===== src/rtl/fifo_sync_param_if.sv =====
// Producer/consumer bundle for fifo_sync_param: write side, read side, status and error flags.
// The FIFO takes the slave modport; the block driving wen/ren takes the master modport.
interface fifo_sync_param_if #(
    parameter int D_WIDTH = 8,
    parameter int A_WIDTH = 4
);
    logic               wen;
    logic [D_WIDTH-1:0] wdata;
    logic               ren;
    logic               err_clr;
    logic [D_WIDTH-1:0] rdata;
    logic               rvalid;
    logic               full;
    logic               empty;
    logic               almost_full;
    logic               almost_empty;
    logic [A_WIDTH:0]   count;
    logic               overflow;
    logic               underflow;

    modport master (
        output wen, wdata, ren, err_clr,
        input  rdata, rvalid, full, empty, almost_full, almost_empty, count, overflow, underflow
    );

    modport slave (
        input  wen, wdata, ren, err_clr,
        output rdata, rvalid, full, empty, almost_full, almost_empty, count, overflow, underflow
    );
endinterface


===== src/rtl/fifo_sync_param.sv =====
// Parametrised single-clock FIFO on a register-array memory with registered read data.
// Define FIFO_ERR_FLAGS_EN to build the sticky overflow/underflow flags (cleared by err_clr).
module fifo_sync_param #(
    parameter int D_WIDTH  = 8,
    parameter int A_WIDTH  = 4,
    parameter int AF_LEVEL = 2 ** A_WIDTH - 2,
    parameter int AE_LEVEL = 2
) (
    input logic              clk,
    input logic              rst_n,
    fifo_sync_param_if.slave bus
);
    localparam int DEPTH = 2 ** A_WIDTH;
    localparam logic [A_WIDTH:0] DEPTH_C = (A_WIDTH + 1)'(DEPTH);
    localparam logic [A_WIDTH:0] AF_C    = (A_WIDTH + 1)'(AF_LEVEL);
    localparam logic [A_WIDTH:0] AE_C    = (A_WIDTH + 1)'(AE_LEVEL);

    logic [D_WIDTH-1:0] mem [DEPTH];
    logic [A_WIDTH:0]   wr_ptr;
    logic [A_WIDTH:0]   rd_ptr;
    logic [A_WIDTH:0]   count_q;
    logic [D_WIDTH-1:0] rdata_q;
    logic               rvalid_q;
    logic               full_w;
    logic               empty_w;
    logic               wr_accept;
    logic               rd_accept;

    // Status is decoded purely from the registered count, so wen/ren never reach an output.
    assign full_w    = (count_q == DEPTH_C);
    assign empty_w   = (count_q == '0);
    assign wr_accept = bus.wen && !full_w;
    assign rd_accept = bus.ren && !empty_w;

    always_ff @(posedge clk) begin
        if (wr_accept) begin
            mem[wr_ptr[A_WIDTH-1:0]] <= bus.wdata;
        end
    end

    always_ff @(posedge clk or negedge rst_n) begin
        if (!rst_n) begin
            wr_ptr   <= '0;
            rd_ptr   <= '0;
            count_q  <= '0;
            rdata_q  <= '0;
            rvalid_q <= 1'b0;
        end else begin
            if (wr_accept) begin
                wr_ptr <= wr_ptr + 1'b1;
            end
            if (rd_accept) begin
                rdata_q <= mem[rd_ptr[A_WIDTH-1:0]];
                rd_ptr  <= rd_ptr + 1'b1;
            end
            rvalid_q <= rd_accept;
            case ({wr_accept, rd_accept})
                2'b10:   count_q <= count_q + 1'b1;
                2'b01:   count_q <= count_q - 1'b1;
                default: count_q <= count_q;
            endcase
        end
    end

`ifdef FIFO_ERR_FLAGS_EN
    logic overflow_q;
    logic underflow_q;

    // A fresh error wins over err_clr in the same cycle so no event is ever lost.
    always_ff @(posedge clk or negedge rst_n) begin
        if (!rst_n) begin
            overflow_q  <= 1'b0;
            underflow_q <= 1'b0;
        end else begin
            if (bus.wen && full_w) begin
                overflow_q <= 1'b1;
            end else if (bus.err_clr) begin
                overflow_q <= 1'b0;
            end
            if (bus.ren && empty_w) begin
                underflow_q <= 1'b1;
            end else if (bus.err_clr) begin
                underflow_q <= 1'b0;
            end
        end
    end

    assign bus.overflow  = overflow_q;
    assign bus.underflow = underflow_q;
`else
    logic unused_err_clr;
    assign unused_err_clr = bus.err_clr;
    assign bus.overflow   = 1'b0;
    assign bus.underflow  = 1'b0;
`endif

    assign bus.rdata        = rdata_q;
    assign bus.rvalid       = rvalid_q;
    assign bus.count        = count_q;
    assign bus.full         = full_w;
    assign bus.empty        = empty_w;
    assign bus.almost_full  = (count_q >= AF_C);
    assign bus.almost_empty = (count_q <= AE_C);
endmodule


===== src/flat_wrapper.sv =====
// flat-port wrapper written by rule: the top's interface ports become plain ports
module fifo_sync_param_flat 
#(
    parameter int D_WIDTH  = 8,
    parameter int A_WIDTH  = 4,
    parameter int AF_LEVEL = 2 ** A_WIDTH - 2,
    parameter int AE_LEVEL = 2
)
  (clk, rst_n, bus_wen, bus_wdata, bus_ren, bus_err_clr, bus_rdata, bus_rvalid, bus_full, bus_empty, bus_almost_full, bus_almost_empty, bus_count, bus_overflow, bus_underflow);
  fifo_sync_param_if #(.D_WIDTH(D_WIDTH), .A_WIDTH(A_WIDTH)) bus_i ();
  input logic clk;
  input logic rst_n;
  input wire logic [$bits(bus_i.wen)-1:0] bus_wen;
  input wire logic [$bits(bus_i.wdata)-1:0] bus_wdata;
  input wire logic [$bits(bus_i.ren)-1:0] bus_ren;
  input wire logic [$bits(bus_i.err_clr)-1:0] bus_err_clr;
  output wire logic [$bits(bus_i.rdata)-1:0] bus_rdata;
  output wire logic [$bits(bus_i.rvalid)-1:0] bus_rvalid;
  output wire logic [$bits(bus_i.full)-1:0] bus_full;
  output wire logic [$bits(bus_i.empty)-1:0] bus_empty;
  output wire logic [$bits(bus_i.almost_full)-1:0] bus_almost_full;
  output wire logic [$bits(bus_i.almost_empty)-1:0] bus_almost_empty;
  output wire logic [$bits(bus_i.count)-1:0] bus_count;
  output wire logic [$bits(bus_i.overflow)-1:0] bus_overflow;
  output wire logic [$bits(bus_i.underflow)-1:0] bus_underflow;
  assign bus_i.wen = bus_wen;
  assign bus_i.wdata = bus_wdata;
  assign bus_i.ren = bus_ren;
  assign bus_i.err_clr = bus_err_clr;
  assign bus_rdata = bus_i.rdata;
  assign bus_rvalid = bus_i.rvalid;
  assign bus_full = bus_i.full;
  assign bus_empty = bus_i.empty;
  assign bus_almost_full = bus_i.almost_full;
  assign bus_almost_empty = bus_i.almost_empty;
  assign bus_count = bus_i.count;
  assign bus_overflow = bus_i.overflow;
  assign bus_underflow = bus_i.underflow;
  fifo_sync_param #(.D_WIDTH(D_WIDTH), .A_WIDTH(A_WIDTH), .AF_LEVEL(AF_LEVEL), .AE_LEVEL(AE_LEVEL)) u_core (.clk(clk), .rst_n(rst_n), .bus(bus_i));
endmodule

===== config.mk =====
export PLATFORM = sky130hd
export DESIGN_NAME = fifo_sync_param_flat
export DESIGN_NICKNAME = d
export VERILOG_FILES = /design/src/rtl/fifo_sync_param_if.sv /design/src/rtl/fifo_sync_param.sv /design/src/flat_wrapper.sv
export SDC_FILE = /design/constraint.sdc
export NUM_CORES = 1
export LEC_CHECK = 0
export CORE_ASPECT_RATIO = 0.8
export CORE_MARGIN = 1
export CORE_UTILIZATION = 53
export DETAILED_ROUTE_END_ITERATION = 12
export PLACE_DENSITY = 0.83
export SYNTH_ARGS = -nofsm -noshare
export SYNTH_HDL_FRONTEND = slang
export SYNTH_SLANG_ARGS = --single-unit

===== constraint.sdc =====
create_clock -name clk -period 3.15 [get_ports clk]
set_clock_uncertainty 0.2 [all_clocks]
set_input_delay 0.63 -clock clk [delete_from_list [all_inputs] [get_ports clk]]
set_output_delay 0.63 -clock clk [all_outputs]
set_load 0.02 [all_outputs]

; ---- Yosys cells after proc, flatten, opt, wreduce, memory -nomap -nowiden
; Memory sizes are Yosys's and may differ from the RTL's. A register that Yosys moved wholly into a read port is not among the register bits.
; Index checks and enable logic that the tools add are counted.
[op_classes]
n_addsub = 4
n_lt_le_gt_ge = 2
eq_ne = 3
muxes = 3
reduce_logical = 7
[ops]
columns = cell, n
row1 = adder 5 x 1 -> 5 bit (second input constant), 3
row2 = case mux 5 bit (2 select lines), 1
row3 = == test 5 bit (second input constant), 1
row4 = >= comparator 5 x 4 -> 1 bit (second input constant), 1
row5 = <= comparator 5 x 2 -> 1 bit (second input constant), 1
row6 = logical NOT 5 bit, 1
row7 = subtractor 5 x 1 -> 5 bit (second input constant), 1
row8 = logical NOT 1 bit, 3
row9 = == test 2 x 1 -> 1 bit (second input constant), 1
row10 = == test 2 bit (second input constant), 1
row11 = logical AND 1 bit, 2
row12 = 2-to-1 mux 1 bit, 2
row13 = nonzero test 2 bit, 1
[word_totals]
ff_bits = 16
ramBits = 128
in_bits = 13
wordCells = 24
mem_count = 1
[mem_list]
columns = name, depth, width, rd, rd_ports_with_merged_regs, write_ports, line
row1 = u_core.mem, 16, 8, 1, 1, 1, fifo_sync_param.sv:18  ; logic [D_WIDTH-1:0] mem [DEPTH];

; ---- Longest topological paths before layout
[logic_depth]
ltp_word = 5
ltp_mapped = 10
ltp_nobuf = 9

; ---- Worst setup path after synthesis
; Ideal clock, no wire load.
[synth_path]
path_kind = register to register
startpoint = register u_core.count_q[0], in the netlist u_core.bus.count[0]
endpoint = register u_core.count_q[4], in the netlist u_core.bus.count[4]
arrival_ps = 2688
required_time_ps = 2815
path_slack_ps = 127
stages_incl_launch_ff = 10
n_path_buf = 0
synth_period_minus_slack_ps = 3023
cell_sequence = dfrtp_1 or3_1 o31ai_4 inv_2 ha_1 fa_1 a21o_1 a21oi_1 mux2i_1 xnor2_1
[synth_via]
elab_chain_cells = 5
[synth_lines]
columns = item, line
row1 = from (decl), fifo_sync_param.sv:21  ; logic [A_WIDTH:0] count_q;
row2 = from (signal assigned), fifo_sync_param.sv:58  ; 2'b10: count_q <= count_q + 1'b1;
row3 = from (signal assigned), fifo_sync_param.sv:59  ; 2'b01: count_q <= count_q - 1'b1;
row4 = from (signal assigned), fifo_sync_param.sv:60  ; default: count_q <= count_q;
row5 = logical NOT 5 bit *, fifo_sync_param.sv:31  ; assign empty_w = (count_q == '0);
row6 = logical NOT 1 bit *, fifo_sync_param.sv:33  ; assign rd_accept = bus.ren && !empty_w;
row7 = logical AND 1 bit *, fifo_sync_param.sv:33
row8 = via u_core.rd_accept, fifo_sync_param.sv:27  ; logic rd_accept;
row9 = == test 2 x 1 -> 1 bit or == test 2 bit (tied branches), fifo_sync_param.sv:57  ; case ({wr_accept, rd_accept})
row10 = case mux 5 bit (2 select lines) or nonzero test 2 bit (tied branches), --
; Mark *: on every way through the listed nets, which the timed path passes. The rest lies on a longest branch.
; A chain may end at the register's enable or synchronous reset.

; ---- Worst setup path in the final report
[layout_path]
startpoint = register u_core.count_q[3], in the netlist u_core.bus.count[3]
endpoint = output port bus_full
[layout_via]
elab_chain_cells = 1
[layout_lines]
columns = item, line
row1 = == test 5 bit, fifo_sync_param.sv:30  ; assign full_w = (count_q == DEPTH_C);
row2 = to (decl), flat_wrapper.sv:19  ; output wire logic [$bits(bus_i.full)-1:0] bus_full;
; No other way between the ends.

==> impl_metrics.csv <==
group,metric,value,unit
cts,clk_pin_slew_worst_paths,60,ps
cts,cts_resized,0,
cts,clk-insertion-delay-late,420,ps
sta,fin_crit,2980,ps
cts,cts_max_level,4,
floorplan,start_util,54.9,%
place,portBuffers,29,
synth,ys_ff_latch,150,
floorplan,die_x,121,um
cts,cts.sinks,150,
grt,grt_pass1_wl,17900,um
cells_and_area,finish.utilization,65.4,%
cts,cts_tree,"done",
worst_setup_path,worst-path-buf-inv,1,
worst_setup_path,crit_required,2320,ps
cts,clk_path_buf_depth,2,
floorplan,num_rows,34,
drt,via_per_inst,5.81,
cts,cts_hold_buf,0,
drt,wirelength,11400,um
sta,finalSetupTns,0,ps
worst_setup_path,crit_family,"simple AND/OR/NAND/NOR gates",
cts,cts_setup_buffers,0,
synth,ys_warn_count,0,
grt,antenna_found_initial,0,
cells_and_area,area_growth,19.0,%
cells_and_area,nets,391,
sta,post-route-period-util,94.5,%
cts,cts-root-buf,"clkbuf_16",
outcome,status,"finished, final reports clean",
floorplan,fp.dieH,97.2,um
drt,drc_errors,0,
power_and_ir_drop,power.total,6.77,mW
synth,synth_cell_types,34,
synth,ys.flop_type,"edfxtp_1",
cells_and_area,fin_cells,524,
worst_setup_path,cp_slowest_cell,"clkdlybuf4s50_1",
place,place.gp.congestion,0.785,
cells_and_area,fill_cells,723,
cells_and_area,design_area,0.00715,mm^2
grt,grt_max_degree,34,
hold_path,hold_class,"flop to flop",
drt,firstDrtPassIters,4,
sta,rsz0062_at_grt,"false",
worst_setup_path,arrival,2150,ps
sta,setup_viol,0,
power_and_ir_drop,cellLeakagePower,2.51,nW
flow_run,max_cap_violations,0,
floorplan,coreArea,0.0109,mm^2
drt,avgRoutedWirePerCell,21.8,um
worst_setup_path,setup.worst_path.end_class,"primary output",
floorplan,num_io_pins,33,
sta,fmax,0.336,GHz
synth,synth_top_area_share,64.0,%
synth,synth_area_leader_cell,"edfxtp_1",
synth,syn_inst,312,
worst_setup_path,crit_path_max_incr_delay,630,ps
grt,grt_pass1_vias,3132,
worst_setup_path,critical_path_class,"flop to primary output",
drt,final_antenna_net_count,0,
synth,async_reset_ff_share,14.7,%
sta,final-max-slew-violation-count,0,
worst_setup_path,crit_chain,"or3_1 -> nor3_1 -> clkdlybuf4s50_1",
synth,synth_edf_count,128,
floorplan,dieArea,0.0118,mm^2
synth,synth_common_cells,"128 x edfxtp_1, 33 x mux4_2, 22 x dfrtp_1, 16 x nand2_1, 13 x nor2_1",
place,hpwlAfterDp,7190,um
power_and_ir_drop,p_per_area,948,mW/mm^2
worst_setup_path,crit_fanout,6,
cts,cts_made_buffers,17,
sta,tightest_slew,956,ps
sta,slew_headroom,36.0,%
place,place_inst,493,
grt,grt.total_usage,21.7,%
grt,grt-ovfl-total,0,
synth,synth_area_leaders,"edfxtp_1 64%, mux4_2 12%, dfrtp_1 9.2%",
drt,first_iter_violations,278,
cells_and_area,n_antenna_cell,0,
synth,mappedNetlistArea,0.00601,mm^2
power_and_ir_drop,peakVddDrop,690,uV
synth,yosysMostFrequentCell,"edfxtp_1",
drt,vias,3045,
place,dpl_cell_area,0.00656,mm^2
synth,syn_avg_cell_area,19.3,um^2
sta,hold_violations,0,
cells_and_area,layout-drive-gt1-share,24.5,%
synth,yosysSeqAreaShare,73.2,%
worst_setup_path,startpoint_type,"flop",
through the flow:
step / hold slack [ps] / setup WS [ps]
floorplan: 134 / 127
global placement: 258 / 201
detailed placement: 265 / 173
CTS: 279 / 164
global route: 316 / 18.2
finish: 280 / 173
tightest hold or removal path: cells and delay by family, from the launching register on:
family / cells / cell delay, ps
flops: 1 / 340
simple gates: 2 / 110
worst paths after layout:
check / from / to / cells after the start / slack [ps]
setup / recovery: u_core.bus.count[3]$_DFFE_PN0P_ / bus_full / 3 / 170
hold / removal: u_core.bus.rdata[6]$_DFFE_PN0P_ / u_core.bus.rdata[6]$_DFFE_PN0P_ / 2 / 280
setup reg to reg: u_core.bus.count[3]$_DFFE_PN0P_ / u_core.bus.count[4]$_DFFE_PN0P_ / 9 / 190
hold reg to reg: u_core.bus.rdata[6]$_DFFE_PN0P_ / u_core.bus.rdata[6]$_DFFE_PN0P_ / 2 / 280
max in group asynchronous: rst_n / u_core.bus.rdata[6]$_DFFE_PN0P_ / 1 / 1620
min in group asynchronous: rst_n / u_core.bus.count[1]$_DFFE_PN0P_ / 1 / 550
metal layers:
layer	GRT usage, %	wire length [um]
met5	0	0
met4	7.22	62
met3	6.98	814
met2	32.4	5460
met1	30.4	5080
placed cells by master (no fill, tap or decap), types with 3 or more instances in the layout:
master           Yosys  routed
a211oi_1             7       7
a21o_1               9       9
buf_4                6      26
bufinv_16            0       3
clkbuf_16            0      17
clkdlybuf4s50_1      0      29
clkinv_2             0       5
clkinvlp_4           0       3
dfrtp_1             22      22
edfxtp_1           128     128
ha_1                 9       9
inv_1                4       4
mux2i_1              8       8
mux4_2              33      33
nand2_1             16      16
nand2b_1             3       3
nor2_1              13      13
nor3_1               6       6
o21ai_0              3       3
o22ai_1              7       7
xnor2_1              9       9
where the power goes:
| part | switching, mW | internal, mW |
|---|---|---|
| registers | 0.227 | 2.47 |
| clock network | 0.772 | 1.23 |
| logic | 1.07 | 1.01 |
area by class of cell:
type | count | area [um^2] | area share, %
clock buffers | 17 | 425 | 5.95
repair buffers | 55 | 485 | 6.79
flip-flops and latches | 150 | 4390 | 61.5
inverters | 5 | 18.8 | 0.263
clock inverters | 14 | 159 | 2.22
multi-input cells | 139 | 1480 | 20.8
well taps | 144 | 180 | 2.52
kinds of logic (layout without fill, tap and decap cells):
logic type	count (synthesis)	after routing	synth area share [%]
other	1	2	0.0624
AND/OR/NAND/NOR	44	44	3.23
multiplexers	42	42	13.9
adder cells (fa/ha/maj)	10	10	2.21
buffers and inverters	24	91	2.21
XOR/XNOR	10	10	1.46
AO/OA/AOI/OAI	31	31	3.79
flip-flops	150	150	73.2
flip-flops by register name, summed over array words and instances, names as in the netlist:
register / count
u_core.bus.rdata: 8
u_core.mem: 128
u_core.wr_ptr: 4
u_core.bus.rvalid: 1
u_core.bus.count: 5
u_core.rd_ptr: 4
Note: power is estimated with default switching activity, not from simulation.
